## config.mk

```make
export PLATFORM = sky130hd
export DESIGN_NAME = bp_me_manycore_rev_assembler
export DESIGN_NICKNAME = d
export VERILOG_FILES = /design/src/rtl/bp_hb_pkg.sv /design/src/rtl/bp_me_manycore_word_buffer.sv /design/src/rtl/bp_me_manycore_rev_assembler.sv
export SDC_FILE = /design/constraint.sdc
export NUM_CORES = 1
export LEC_CHECK = 0
export CORE_UTILIZATION = 34
export CTS_BUF_LIST = sky130_fd_sc_hd__clkbuf_8
export CTS_CLUSTER_SIZE = 24
export DETAILED_ROUTE_END_ITERATION = 8
export PLACE_DENSITY = 0.57
export SLEW_MARGIN = 40
export SYNTH_ARGS = -nofsm -noshare
export SYNTH_HDL_FRONTEND = slang
export SYNTH_SLANG_ARGS = --single-unit
export TNS_END_PERCENT = 100
```

## constraint.sdc

```tcl
create_clock -name clk_i -period 14.9 [get_ports clk_i]
set_input_delay 2.98 -clock clk_i [delete_from_list [all_inputs] [get_ports clk_i]]
set_output_delay 2.98 -clock clk_i [all_outputs]
set_load 0.01 [all_outputs]
```

## src/rtl/bp_hb_pkg.sv

```systemverilog
// Shared types and helpers for the HammerBlade manycore <-> BedRock bridge.
package bp_hb_pkg;

    // Supported BlackParrot build configurations
    typedef enum logic [3:0] {
        e_bp_unicore_hammerblade_cfg = 4'd0
    } bp_params_e;

    localparam int paddr_width_lp         = 40;
    localparam int bedrock_fill_width_lp  = 64;
    localparam int bedrock_block_width_lp = 512;

    // Manycore return packet kinds
    typedef enum logic [1:0] {
        e_hb_return_load   = 2'd0,
        e_hb_return_store  = 2'd1,
        e_hb_return_credit = 2'd2
    } bp_hb_return_pkt_type_e;

    // BedRock memory message types
    localparam logic [3:0] e_bedrock_mem_rd    = 4'd0;
    localparam logic [3:0] e_bedrock_mem_wr    = 4'd1;
    localparam logic [3:0] e_bedrock_mem_uc_rd = 4'd2;
    localparam logic [3:0] e_bedrock_mem_uc_wr = 4'd3;

    typedef struct packed {
        logic [3:0]                msg_type;
        logic [paddr_width_lp-1:0] addr;
        logic [2:0]                size;
        logic [15:0]               payload;
    } bp_bedrock_mem_rev_header_s;

    // Fill width selected by the build configuration
    function automatic int bp_fill_width(input bp_params_e cfg);
        case (cfg)
            e_bp_unicore_hammerblade_cfg: return bedrock_fill_width_lp;
            default:                      return bedrock_fill_width_lp;
        endcase
    endfunction

    // 32-bit words covered by a request of size encoding s (1B..64B)
    function automatic logic [4:0] hb_word_count(input logic [2:0] size);
        logic [2:0] s;
        s = (size > 3'd6) ? 3'd6 : size;
        return (s <= 3'd2) ? 5'd1 : (5'd1 << (s - 3'd2));
    endfunction

    // 64-bit fill beats covered by a request of size encoding s
    function automatic logic [3:0] hb_beat_count(input logic [2:0] size);
        logic [2:0] s;
        s = (size > 3'd6) ? 3'd6 : size;
        return (s <= 3'd3) ? 4'd1 : (4'd1 << (s - 3'd3));
    endfunction

    // Writes return a single zero-data beat regardless of size
    function automatic logic hb_is_store(input logic [3:0] msg_type);
        return (msg_type == e_bedrock_mem_wr) || (msg_type == e_bedrock_mem_uc_wr);
    endfunction

endpackage

```

## src/rtl/bp_me_manycore_word_buffer.sv

```systemverilog
// Word register file with per-entry valid bits; read port returns the
// word pair that forms one 64-bit fill beat.
module bp_me_manycore_word_buffer #(
    parameter int  word_width_p = 32,
    parameter int  max_words_p  = 16,
    localparam int idx_w_lp     = $clog2(max_words_p),
    localparam int beat_w_lp    = $clog2(max_words_p / 2)
) (
    input  logic                      clk_i,
    input  logic                      reset_i,
    input  logic                      clear_i,
    input  logic                      w_v_i,
    input  logic [idx_w_lp-1:0]       w_idx_i,
    input  logic [word_width_p-1:0]   w_data_i,
    input  logic [beat_w_lp-1:0]      rd_beat_i,
    output logic [2*word_width_p-1:0] rd_data_o,
    output logic [max_words_p-1:0]    valid_o
);

    logic [max_words_p-1:0][word_width_p-1:0] mem_q, mem_d;
    logic [max_words_p-1:0]                   valid_q, valid_d;

    // Next-state: clear drops all valid bits, write fills one entry
    always_comb begin
        mem_d   = mem_q;
        valid_d = valid_q;
        if (clear_i) begin
            valid_d = '0;
        end
        if (w_v_i) begin
            mem_d[w_idx_i]   = w_data_i;
            valid_d[w_idx_i] = 1'b1;
        end
    end

    // Valid bits are reset; data is only meaningful where valid
    always_ff @(posedge clk_i) begin
        if (reset_i) begin
            valid_q <= '0;
        end else begin
            valid_q <= valid_d;
        end
    end

    // Data storage, no reset needed
    always_ff @(posedge clk_i) begin
        mem_q <= mem_d;
    end

    assign rd_data_o = {mem_q[{rd_beat_i, 1'b1}], mem_q[{rd_beat_i, 1'b0}]};
    assign valid_o   = valid_q;

endmodule

```

## src/rtl/bp_me_manycore_rev_assembler.sv

```systemverilog
// Collects manycore return packets for the single outstanding BedRock
// command and replays them as a mem_rev header plus 64-bit fill beats.
//
// Handshakes: a transfer happens on any cycle where valid and ready are
// both high at the clock edge. Header in: mem_rev_header_v_i and
// mem_rev_header_ready_and_o. Returns: returned_yumi_o is asserted only
// when returned_v_i is already high, meaning the packet is taken this cycle.
// Beats out: mem_rev_v_o with mem_rev_ready_and_i; while ready is low the
// header, data and last outputs stay stable.
module bp_me_manycore_rev_assembler
    import bp_hb_pkg::*;
#(
    parameter bp_params_e bp_params_p    = e_bp_unicore_hammerblade_cfg,
    parameter int         word_width_p   = 32,
    parameter int         max_words_p    = bedrock_block_width_lp / word_width_p,
    parameter int         reg_id_width_p = 5,
    localparam int        fill_width_lp  = bp_fill_width(bp_params_p)
) (
    input  logic                       clk_i,
    input  logic                       reset_i,
    input  bp_bedrock_mem_rev_header_s mem_rev_header_i,
    input  logic                       mem_rev_header_v_i,
    output logic                       mem_rev_header_ready_and_o,
    input  logic                       returned_v_i,
    input  logic [1:0]                 returned_pkt_type_i,
    input  logic [word_width_p-1:0]    returned_data_i,
    input  logic [reg_id_width_p-1:0]  returned_reg_id_i,
    output logic                       returned_yumi_o,
    output bp_bedrock_mem_rev_header_s mem_rev_header_o,
    output logic [fill_width_lp-1:0]   mem_rev_data_o,
    output logic                       mem_rev_v_o,
    output logic                       mem_rev_last_o,
    input  logic                       mem_rev_ready_and_i
);

    localparam int idx_w_lp  = $clog2(max_words_p);
    localparam int cnt_w_lp  = $clog2(max_words_p) + 1;
    localparam int beat_w_lp = $clog2(max_words_p / 2);

    localparam logic [1:0] e_idle    = 2'd0;
    localparam logic [1:0] e_collect = 2'd1;
    localparam logic [1:0] e_send    = 2'd2;

    logic [1:0]                 state_q, state_d;
    bp_bedrock_mem_rev_header_s header_q, header_d;
    logic [cnt_w_lp-1:0]        words_q, words_d;
    logic [cnt_w_lp-1:0]        rx_cnt_q, rx_cnt_d;
    logic [beat_w_lp-1:0]       beat_q, beat_d;
    logic [beat_w_lp-1:0]       last_beat_q, last_beat_d;
    logic                       store_q, store_d;

    logic                       buf_clear;
    logic                       buf_w_v;
    logic [2*word_width_p-1:0]  buf_rd_data;
    logic [max_words_p-1:0]     buf_valid;

    logic                       pkt_load;
    logic                       pkt_store;
    logic                       in_range;
    logic                       dup;

    assign pkt_load  = (returned_pkt_type_i == e_hb_return_load);
    assign pkt_store = (returned_pkt_type_i == e_hb_return_store);
    assign in_range  = (32'(returned_reg_id_i) < 32'(words_q));
    assign dup       = buf_valid[returned_reg_id_i[idx_w_lp-1:0]];

    bp_me_manycore_word_buffer #(
        .word_width_p (word_width_p),
        .max_words_p  (max_words_p)
    ) word_buffer (
        .clk_i     (clk_i),
        .reset_i   (reset_i),
        .clear_i   (buf_clear),
        .w_v_i     (buf_w_v),
        .w_idx_i   (returned_reg_id_i[idx_w_lp-1:0]),
        .w_data_i  (returned_data_i),
        .rd_beat_i (beat_q),
        .rd_data_o (buf_rd_data),
        .valid_o   (buf_valid)
    );

    // Transaction FSM: accept header, count returns, stream beats
    always_comb begin
        state_d     = state_q;
        header_d    = header_q;
        words_d     = words_q;
        rx_cnt_d    = rx_cnt_q;
        beat_d      = beat_q;
        last_beat_d = last_beat_q;
        store_d     = store_q;
        buf_clear   = 1'b0;
        buf_w_v     = 1'b0;

        mem_rev_header_ready_and_o = 1'b0;
        returned_yumi_o            = 1'b0;
        mem_rev_v_o                = 1'b0;

        case (state_q)
            e_idle: begin
                mem_rev_header_ready_and_o = 1'b1;
                if (mem_rev_header_v_i) begin
                    header_d    = mem_rev_header_i;
                    words_d     = cnt_w_lp'(hb_word_count(mem_rev_header_i.size));
                    store_d     = hb_is_store(mem_rev_header_i.msg_type);
                    last_beat_d = store_d ? '0
                                          : beat_w_lp'(hb_beat_count(mem_rev_header_i.size) - 4'd1);
                    rx_cnt_d    = '0;
                    beat_d      = '0;
                    buf_clear   = 1'b1;
                    state_d     = e_collect;
                end
            end
            e_collect: begin
                returned_yumi_o = returned_v_i;
                if (returned_v_i) begin
                    // Out-of-range or duplicate returns are consumed and dropped
                    if (pkt_load && in_range && !dup) begin
                        buf_w_v  = 1'b1;
                        rx_cnt_d = rx_cnt_q + 1'b1;
                    end else if (pkt_store && in_range) begin
                        rx_cnt_d = rx_cnt_q + 1'b1;
                    end
                end
                if (rx_cnt_d == words_q) begin
                    state_d = e_send;
                end
            end
            e_send: begin
                mem_rev_v_o = 1'b1;
                if (mem_rev_ready_and_i) begin
                    if (beat_q == last_beat_q) begin
                        beat_d  = '0;
                        state_d = e_idle;
                    end else begin
                        beat_d = beat_q + 1'b1;
                    end
                end
            end
            default: state_d = e_idle;
        endcase
    end

    // State registers; reset abandons any partial transaction
    always_ff @(posedge clk_i) begin
        if (reset_i) begin
            state_q     <= e_idle;
            header_q    <= '0;
            words_q     <= '0;
            rx_cnt_q    <= '0;
            beat_q      <= '0;
            last_beat_q <= '0;
            store_q     <= 1'b0;
        end else begin
            state_q     <= state_d;
            header_q    <= header_d;
            words_q     <= words_d;
            rx_cnt_q    <= rx_cnt_d;
            beat_q      <= beat_d;
            last_beat_q <= last_beat_d;
            store_q     <= store_d;
        end
    end

    // Sub-word loads are replicated across the beat; writes return zeros
    always_comb begin
        if (store_q) begin
            mem_rev_data_o = '0;
        end else if (words_q == cnt_w_lp'(1)) begin
            mem_rev_data_o = {2{buf_rd_data[word_width_p-1:0]}};
        end else begin
            mem_rev_data_o = buf_rd_data;
        end
    end

    assign mem_rev_header_o = header_q;
    assign mem_rev_last_o   = (beat_q == last_beat_q);

`ifndef SYNTHESIS
    // Flag malformed returns; the datapath drops them regardless
    always_ff @(posedge clk_i) begin
        if (!reset_i && state_q == e_collect && returned_v_i) begin
            assert (!(pkt_load || pkt_store) || in_range);
            assert (!(pkt_load && in_range && dup));
        end
    end
`endif

endmodule

```

Yosys cells after proc, flatten, opt, wreduce, memory -nomap -nowiden

Index checks and enable logic that the tools add are counted.

Bits in registers: 610
Latch bits: 0
RAM bits: 0
Memory bits (read-only): 0
Input port bits: 107
Output and inout port bits: 131
Word-level logic and storage cells: 111
Memories: 0

$add $sub $neg: 5
Multipliers: 0
Divide/modulo/power cells: 0
Order comparisons: 8
Eq/ne operators: 12
Shifts and indexed selects: 2
Multiplexer cells: 42
Bitwise logic cells: 1
Reductions and logical operators: 14

Operators by type and width:

| kind                                                       | number |
|---|---|
| bitwise mux 512 bit                                        | 1 |
| binary-select mux 32 bit (select 3 bit)                    | 2 |
| demux 32 bit (select 4 bit)                                | 1 |
| 2-to-1 mux 64 bit                                          | 2 |
| 2-to-1 mux 32 bit                                          | 3 |
| 2-to-1 mux 16 bit                                          | 2 |
| 2-to-1 mux 5 bit                                           | 6 |
| 2-to-1 mux 3 bit                                           | 6 |
| bitwise OR 16 bit                                          | 1 |
| less-than comparator 4 x 5 -> 1 bit, second input constant | 3 |
| 2-to-1 mux 1 bit                                           | 10 |
| one-hot mux 5 bit (2 select lines)                         | 1 |
| 2-to-1 mux 2 bit                                           | 4 |
| != test 2 bit, second input constant                       | 4 |
| <= comparator 3 x 2 -> 1 bit, second input constant        | 2 |
| one-hot mux 2 bit (3 select lines)                         | 1 |
| one-hot mux 3 bit (2 select lines)                         | 1 |
| subtractor 3 x 2 -> 3 bit, second input constant           | 2 |
| adder 5 x 1 -> 5 bit, second input constant                | 1 |
| == test 5 x 1 -> 1 bit, second input constant              | 1 |
| == test 5 bit                                              | 1 |
| less-than comparator 5 bit                                 | 1 |
| << shifter 1 x 3 -> 5 bit, first input constant            | 1 |
| binary-select mux 1 bit (select 4 bit)                     | 1 |
| 19 further kinds                                           | 26 |

Depth between registers and ports, before layout

Gate-level depths: netlist of the first run.

Word-level depth: 10
Depth in mapped cells: 11

Cells and area by module

From an unflattened synthesis of the first run, not the netlist that was laid out.

Cells, all modules: 1,412
Area total of the unflattened synthesis: 24,154.4 um2

By module, submodules not included:

| module                       | instances | cells an instance | area each (um2) | seq. area each (um2) |
|---|---|---|---|---|
| bp_me_manycore_word_buffer   | 1         | 826               | 19,907.8        | 15,695.1 |
| bp_me_manycore_rev_assembler | 1         | 586               | 4,246.6         | 1,641.6 |

Worst setup path before layout of the first run

No wires, ideal clock.

Path kind: input -> register
From: in returned_reg_id_i[3]
To: reg word_buffer.mem_q[64] (netlist bit) (enable)
Data arrival time: 6.934 ns
Data required time: 14.439 ns
Slack: 7.505 ns
Stages on the path: 8
Buffers on the path: 0
Cells stage by stage: ha_1 a21o_1 a2111oi_4 o21ai_2 or3_1 nor2_1 nand3_1 nor3_1

Cells in the longest elaborated chain, start to end: 7

Ends and longest elaborated chain:

| item                                   | line                                | text |
|---|---|---|
| from (decl)                            | bp_me_manycore_rev_assembler.sv:27  | `input logic [reg_id_width_p-1:0] returned_reg_id_i,` |
| binary-select mux 1 bit (select 4 bit) | bp_me_manycore_rev_assembler.sv:65  | `assign dup = buf_valid[returned_reg_id_i[idx_w_lp-1:0]];` |
| 2-to-1 mux 1 bit (implied by the code) | bp_me_manycore_rev_assembler.sv:65  |  |
| zero test 1 bit                        | bp_me_manycore_rev_assembler.sv:117 | `if (pkt_load && in_range && !dup) begin` |
| logical AND 1 bit (*)                  | bp_me_manycore_rev_assembler.sv:117 |  |
| 2-to-1 mux 1 bit (*)                   | bp_me_manycore_rev_assembler.sv:117 |  |
| 2-to-1 mux 1 bit (*)                   | bp_me_manycore_rev_assembler.sv:115 | `if (returned_v_i) begin` |
| 2-to-1 mux 1 bit (*)                   | bp_me_manycore_rev_assembler.sv:98  | `case (state_q)` |
| to (signal assigned)                   | bp_me_manycore_word_buffer.sv:47    | `mem_q <= mem_d;` |
| to (decl)                              | bp_me_manycore_word_buffer.sv:20    | `logic [max_words_p-1:0][word_width_p-1:0] mem_q, mem_d;` |

Mark *: on every way between the ends. The rest lies on a longest branch, timed or not. The select of a mux whose other input is x is not followed.
A chain may end at the register's enable or synchronous reset.

Worst setup path in the final report of the first run

From: reg beat_q[1]
To: out mem_rev_data_o[61]

Cells in the longest elaborated chain, start to end: 4

Ends and longest elaborated chain:

| item                                    | line                                | text |
|---|---|---|
| from (decl)                             | bp_me_manycore_rev_assembler.sv:48  | `logic [beat_w_lp-1:0] beat_q, beat_d;` |
| from (signal assigned)                  | bp_me_manycore_rev_assembler.sv:158 | `beat_q <= beat_d;` |
| binary-select mux 32 bit (select 3 bit) | bp_me_manycore_word_buffer.sv:50    | `assign rd_data_o = {mem_q[{rd_beat_i, 1'b1}], mem_q[{rd_beat_i, 1'b0}]};` |
| 2-to-1 mux 32 bit (implied by the code) | bp_me_manycore_word_buffer.sv:50    |  |
| 2-to-1 mux 64 bit (*)                   | bp_me_manycore_rev_assembler.sv:168 | `end else if (words_q == cnt_w_lp'(1)) begin` |
| 2-to-1 mux 64 bit (*)                   | bp_me_manycore_rev_assembler.sv:166 | `if (store_q) begin` |
| to (decl)                               | bp_me_manycore_rev_assembler.sv:30  | `output logic [fill_width_lp-1:0] mem_rev_data_o,` |

Marked as above.

==> impl_metrics.json, run 1 <==
{
  "synth_cell_types": 46,
  "drive_gt1_share_pct": 17.2,
  "worstSetupStartpointType": "flop",
  "synth_xor_area_share_pct": 0.441,
  "post-route-drc-count": 0,
  "hp-class": "flop to flop",
  "setup_violations": 0,
  "post-route-period-util_pct": 48.3,
  "status": "finished clean",
  "ios": 238,
  "syn_inst": 1394,
  "h-tree-depth": 3,
  "ys_top_cells_by_count": "512 x edfxtp_1, 155 x nand2_1, 128 x mux4_2",
  "synth_flop_cell": "edfxtp_1",
  "yosysTopAreaCell": "edfxtp_1",
  "antenna_found_initial": 2,
  "cts_setup_buffers": 0,
  "finalWeightedCongestion": 0.768,
  "core_um2": 68900,
  "first_global_vias": 13726,
  "totalWireLength_um": 56300,
  "arrival_ns": 4.21,
  "start_util_pct": 34.6,
  "slew_viol_final": 0,
  "power_uw": 3670,
  "dp_slack_ns": 7.17,
  "fin_skew_ns": 0.0252,
  "synth_top_area_share_pct": 64.5,
  "cts_buffers": 99,
  "dp_hpwl_um": 32500,
  "clock_path_buffers": 3,
  "fp.dieW_um": 267,
  "rows": 96,
  "hold_viol": 0,
  "rsz0062_at_grt": "no",
  "portBuffers": 237,
  "p_leak_uw": 0.00921,
  "cts_tree": "built",
  "synth_fa_ha_area_share_pct": 0.472,
  "async_flop_share_pct": 0,
  "setup_slack_ns": 7.71,
  "syn2layout_area_growth_pct": 22.1,
  "post_drt_via_cell_ratio": 4.95,
  "grt.overflow.total": 0,
  "grt_pass1_wl_um": 84300,
  "synth_compound_area_share_pct": 3.96,
  "clk_pin_slew_worst_paths_ns": 0.06,
  "dr.pass1.iters": 7,
  "synth-edff-count": 512,
  "wl_per_cell_um": 21.0,
  "grt_start_max_net_pins": 96,
  "worst_skew_pair.late_latency_ns": 0.69,
  "dieArea_um2": 71200,
  "cts_hold_buf": 0,
  "via_count": 13267,
  "track_usage_pct": 15.9,
  "peakVddDrop_uv": 67.7,
  "critPathMaxFanout": 56,
  "yosysMostFrequentCell": "edfxtp_1",
  "p_per_area_nw_per_um2": 126,
  "syn_nets": 1510,
  "slew_headroom_pct": 44.6,
  "ant_nets": 0,
  "cts_root_buf": "clkbuf_8",
  "timing.fmax_mhz": 139,
  "avgSynthCellArea_um2": 17.1,
  "dieHeight_um": 267,
  "synth_top_family_by_area": "multiplexers",
  "worst-slew-pin-transition_ns": 0.832,
  "cp-end-kind": "output pin",
  "maxCapViolations": 0,
  "drt-initial-drc-count": 856,
  "synthMuxAreaShare_pct": 15.2,
  "nNetsFinal": 1790,
  "fin_tns_setup_ns": 0,
  "worstSetupPathType": "flop to output pin",
  "synth-seq-cells": 610,
  "finalCriticalPeriod_ns": 7.19,
  "required_ns": 11.92,
  "antenna_cells": 0,
  "cts_num_sinks": 610,
  "synthTopCellsByArea": "edfxtp_1 64%, mux4_2 12%, dfxtp_1 8.2%, mux2i_1 3.1%, nand2_1 2.4%",
  "seq_area_frac_synth_pct": 72.7,
  "syn_area_um2": 23900,
  "synth_warnings": 0,
  "synthSimpleGateAreaFrac_pct": 5.63,
  "final_core_util_pct": 42.2,
  "cts_resized": 0
}
==> per-stage QoR <==
| step | instances | area (um^2) | hold slack [ns] |
|---|---|---|---|
| 2_1_floorplan | 1394 | 23900 | 0.448 |
| 3_3_place_gp | 2503 | 27300 | 0.443 |
| 3_5_place_dp | 2504 | 27400 | 0.447 |
| 4_1_cts | 2678 | 29100 | 0.454 |
| 5_1_grt | 2678 | 29100 | 0.470 |
| 6_report | 2678 | 29100 | 0.452 |
==> final cells by class <==
class                           instances  area (um^2)
Multi-Input combinational cell        689         6240
Timing Repair Buffer                  262         2580
Sequential cell                       610        17300
Clock buffer                          102         1400
Fill cell                            6190        39800
Tap cell                              931         1160
Inverter                               12         45.0
Clock inverter                         72          340
==> cell families after synthesis <==
logic type,count (synthesis)
DFF,610
and+or+nand+nor,313
muxes,202
AOI/OAI and AO/OA,153
buffers and inverters,95
xor gates and xnor gates,12
adders and majority gates,9
==> layer usage <==
layer  track usage, %  wire [um]
met1             20.9      24300
met2             26.2      27300
met3             3.63       3580
met4             4.38       1130
met5                0         11
==> cells in the final DEF (no fill, tap or decap), drive strengths merged, types with 3 or more instances in the layout <==
cell type      netlist  routed
edfxtp             512     512
clkdlybuf4s50        0     235
nand2              155     155
mux4               128     128
nor2               108     108
clkbuf              55     102
dfxtp               98      98
a21oi               91      91
mux2i               74      74
inv                 12      62
buf                 28      27
o21ai               23      23
clkinv               0      21
a22oi               17      17
nand3                9       9
ha                   9       9
nor3                 8       8
xor2                 7       7
nor2b                7       7
nor4                 6       6
nand2b               5       5
xnor2                5       5
and2                 5       5
a21o                 4       4
a32oi                4       4
a2111oi              3       3
a211oi               3       3
==> path summary, 6_finish.rpt <==
kind / startpoint / to / slack, ns / depth (start not counted)
max: beat_q[1] / mem_rev_data_o[61] / 7.71 / 8
min: mem_rev_header_o[32] / mem_rev_header_o[32] / 0.45 / 2
max reg2reg: words_q[3] / word_buffer.mem_q[298] / 10.89 / 10
min reg2reg: mem_rev_header_o[32] / mem_rev_header_o[32] / 0.45 / 2
==> sequential cells by signal, indices dropped and copies added (netlist names) <==
register	flops
last_beat_q	3
word_buffer.valid_o	16
rx_cnt_q	5
words_q	5
mem_rev_header_o	63
state_q	2
beat_q	3
store_q	1
word_buffer.mem_q	512
==> power by group <==
group | internal (uW) | leakage (uW) | total [uW] | switching (uW)
sequential | 1870 | 0.00540 | 1890 | 20.2
clock | 651 | 0.00106 | 1290 | 639
combinational | 242 | 0.00275 | 495 | 253
total | 2760 | 0.00921 | 3670 | 912
==> critical path, cell delays in order, from the launching register on <==
cell and delay, ns:
dfxtp_4 0.61, buf_6 0.55, buf_4 0.71, mux4_2 0.34, mux2i_1 0.06, nor2_1 0.33, nor2_1 0.07, a21oi_1 0.19
clkdlybuf4s50_1 0.57
Note: power is estimated with default switching activity, not from simulation.
==> run 2: changes to the inputs <==
- PLACE_DENSITY: 0.57 -> 0.59
- clock period: 14.9 -> 5.89 ns (I/O delays scaled with it)
==> run 2 against run 1 <==
Count of clock-buffer cells in the layout grew 4. Via count is 1.1% higher. Largest power group unchanged. Final cell count increased by 0.49%. Clock skew grew 0.0053 ns. First-iteration DRC count grew 7.8%. Core utilization up 0.44 points. Critical path type unchanged. Die area did not move. Critical endpoint is now mem_rev_data_o[62]. Worst setup slack lost 6.6 ns. Critical path depth down 3. Hold slack got worse by 0.00058 ns. Global-route usage up 0.59 points.
==> impl_metrics.json, run 2 (synthesis results as in run 1) <==
{
  "largest_reg_flops": 512,
  "slew_headroom_pct": 49.6,
  "cts_buffers": 101,
  "hold_end": "mem_rev_header_o[34]",
  "portBuffers": 237,
  "cp-end-kind": "output pin",
  "post-route-drc-count": 0,
  "hold_start": "mem_rev_header_o[34]",
  "first_global_vias": 13798,
  "nNetsFinal": 1801,
  "path_buf_inv": 2,
  "grt_start_max_net_pins": 76,
  "worstSetupPathType": "flop to output pin",
  "peakVddDrop_uv": 146,
  "clock_path_buffers": 3,
  "cts_setup_buffers": 0,
  "antenna_cells": 0,
  "regMostFlops": "word_buffer.mem_q",
  "p_per_area_nw_per_um2": 322,
  "fin_skew_ns": 0.0305,
  "hp-class": "flop to flop",
  "core_um2": 68900,
  "ios": 238,
  "cts_resized": 0,
  "critPathMaxFanout": 45,
  "status": "finished clean",
  "dieArea_um2": 71200,
  "track_usage_pct": 16.4,
  "cts_hold_buf": 0,
  "worstSetupStartpointType": "flop",
  "arrival_ns": 3.60,
  "layout_commonest_cell": "edfxtp_1",
  "placed_area_um2": 27600,
  "hold_path_depth": 2,
  "grt.overflow.total": 0,
  "dieHeight_um": 267,
  "maxCapViolations": 0,
  "layout.cells.most_common_list": "512 x edfxtp_1, 236 x clkdlybuf4s50_1, 154 x nand2_1",
  "fp.dieW_um": 267,
  "r2r_start": "words_q[3]",
  "rows": 96,
  "drive_gt1_share_pct": 18.4,
  "finalWeightedCongestion": 0.781,
  "cts_num_sinks": 610,
  "rsz0062_at_grt": "no",
  "via_count": 13413,
  "slew_viol_final": 0,
  "worst_skew_pair.late_latency_ns": 0.68,
  "finalCriticalPeriod_ns": 4.78,
  "antenna_found_initial": 1,
  "power_uw": 9490,
  "hold_viol": 0,
  "cpLargestDelayFamily": "multiplexers",
  "cts_root_buf": "clkbuf_8",
  "cpPeakStageDelay_ns": 0.73,
  "fin_area_um2": 29400,
  "start_util_pct": 34.6,
  "cts_tree": "built",
  "dp_hpwl_um": 36400,
  "post-route-period-util_pct": 81.1,
  "required_ns": 4.71,
  "clk_pin_slew_worst_paths_ns": 0.06,
  "r2r_cells": 10,
  "r2r_slack_ns": 2.24,
  "grt_pass1_wl_um": 86600,
  "post_drt_via_cell_ratio": 4.98,
  "wl_per_cell_um": 21.8,
  "fillCellCount": 6196,
  "ant_nets": 0,
  "timing.fmax_mhz": 209,
  "dr.pass1.iters": 5,
  "worst-slew-pin-transition_ns": 0.754,
  "setup_violations": 0,
  "fin_tns_setup_ns": 0,
  "totalWireLength_um": 58700,
  "crit_chain": "buf_12, mux4_2, mux2i_1, a21oi_1, clkdlybuf4s50_1",
  "drt-initial-drc-count": 923,
  "syn2layout_area_growth_pct": 23.4,
  "p_leak_uw": 0.00929,
  "rr_endpoint": "word_buffer.mem_q[341]",
  "h-tree-depth": 3,
  "crit_slowest_cell": "dfxtp_4"
}
==> run 2: cell types whose count changed in the layout (fill, tap and decap cells not counted), sizes merged <==
cell / change
clkbuf: +4
inv: -18
bufinv: +2
clkinv: +14
clkdlybuf4s50: +1
buf: +8
clkinvlp: +2
==> run 2: final cells by class <==
| type | count | area, um^2 | area share (%) |
|---|---|---|---|
| clock inverter | 72 | 390 | 1.33 |
| clock buffer | 106 | 1460 | 4.96 |
| multi-input combinational | 689 | 6230 | 21.2 |
| inverter | 12 | 45.0 | 0.153 |
| sequential | 610 | 17300 | 59.0 |
| timing repair buffer | 271 | 2790 | 9.47 |
| tap | 931 | 1160 | 3.96 |
==> run 2: metrics by stage <==
stage	utilization (%)	worst slack [ns]	instances	hold slack [ns]
3_3_place_gp	40.0	1.13	2513	0.443
5_1_grt	42.7	0.827	2691	0.467
4_1_cts	42.7	0.937	2691	0.453
6_report	42.7	1.11	2691	0.451
3_5_place_dp	40.0	1.05	2513	0.446
2_1_floorplan	-	0.297	1394	0.448
==> run 2: power by group <==
part	switching [uW]	internal (uW)	total (uW)
Combinational	663	613	1280
Clock	1630	1790	3420
Sequential	62.3	4730	4790
==> run 2: metal layers <==
layer / global-route usage [%] / routed length (um)
met3: 3.77 / 4310
met4: 4.16 / 1020
met5: 0 / 0
met1: 22.5 / 25800
met2: 26.3 / 27600
==> run 2: worst max-delay path by stage <==
stage                             endpoint            startpoint  cells past startpoint
floorplan            word_buffer.mem_q[64]  returned_reg_id_i[3]                      8
global placement    word_buffer.mem_q[105]  returned_reg_id_i[1]                      9
detailed placement  word_buffer.mem_q[322]  returned_reg_id_i[1]                      9
CTS                     mem_rev_data_o[51]             beat_q[0]                      5
global route            mem_rev_data_o[41]             beat_q[0]                      7
finish                  mem_rev_data_o[62]             beat_q[0]                      5
==> run 2: worst reg2reg max path, delay by kind of cell (launching register included) <==
family,cells,cell delay [ns]
adder cells (fa/ha/maj),1,0.30
flip-flops,1,0.45
AND/OR/NAND/NOR,4,1.48
AO/OA/AOI/OAI,3,0.71
buffers and inverters,2,0.36
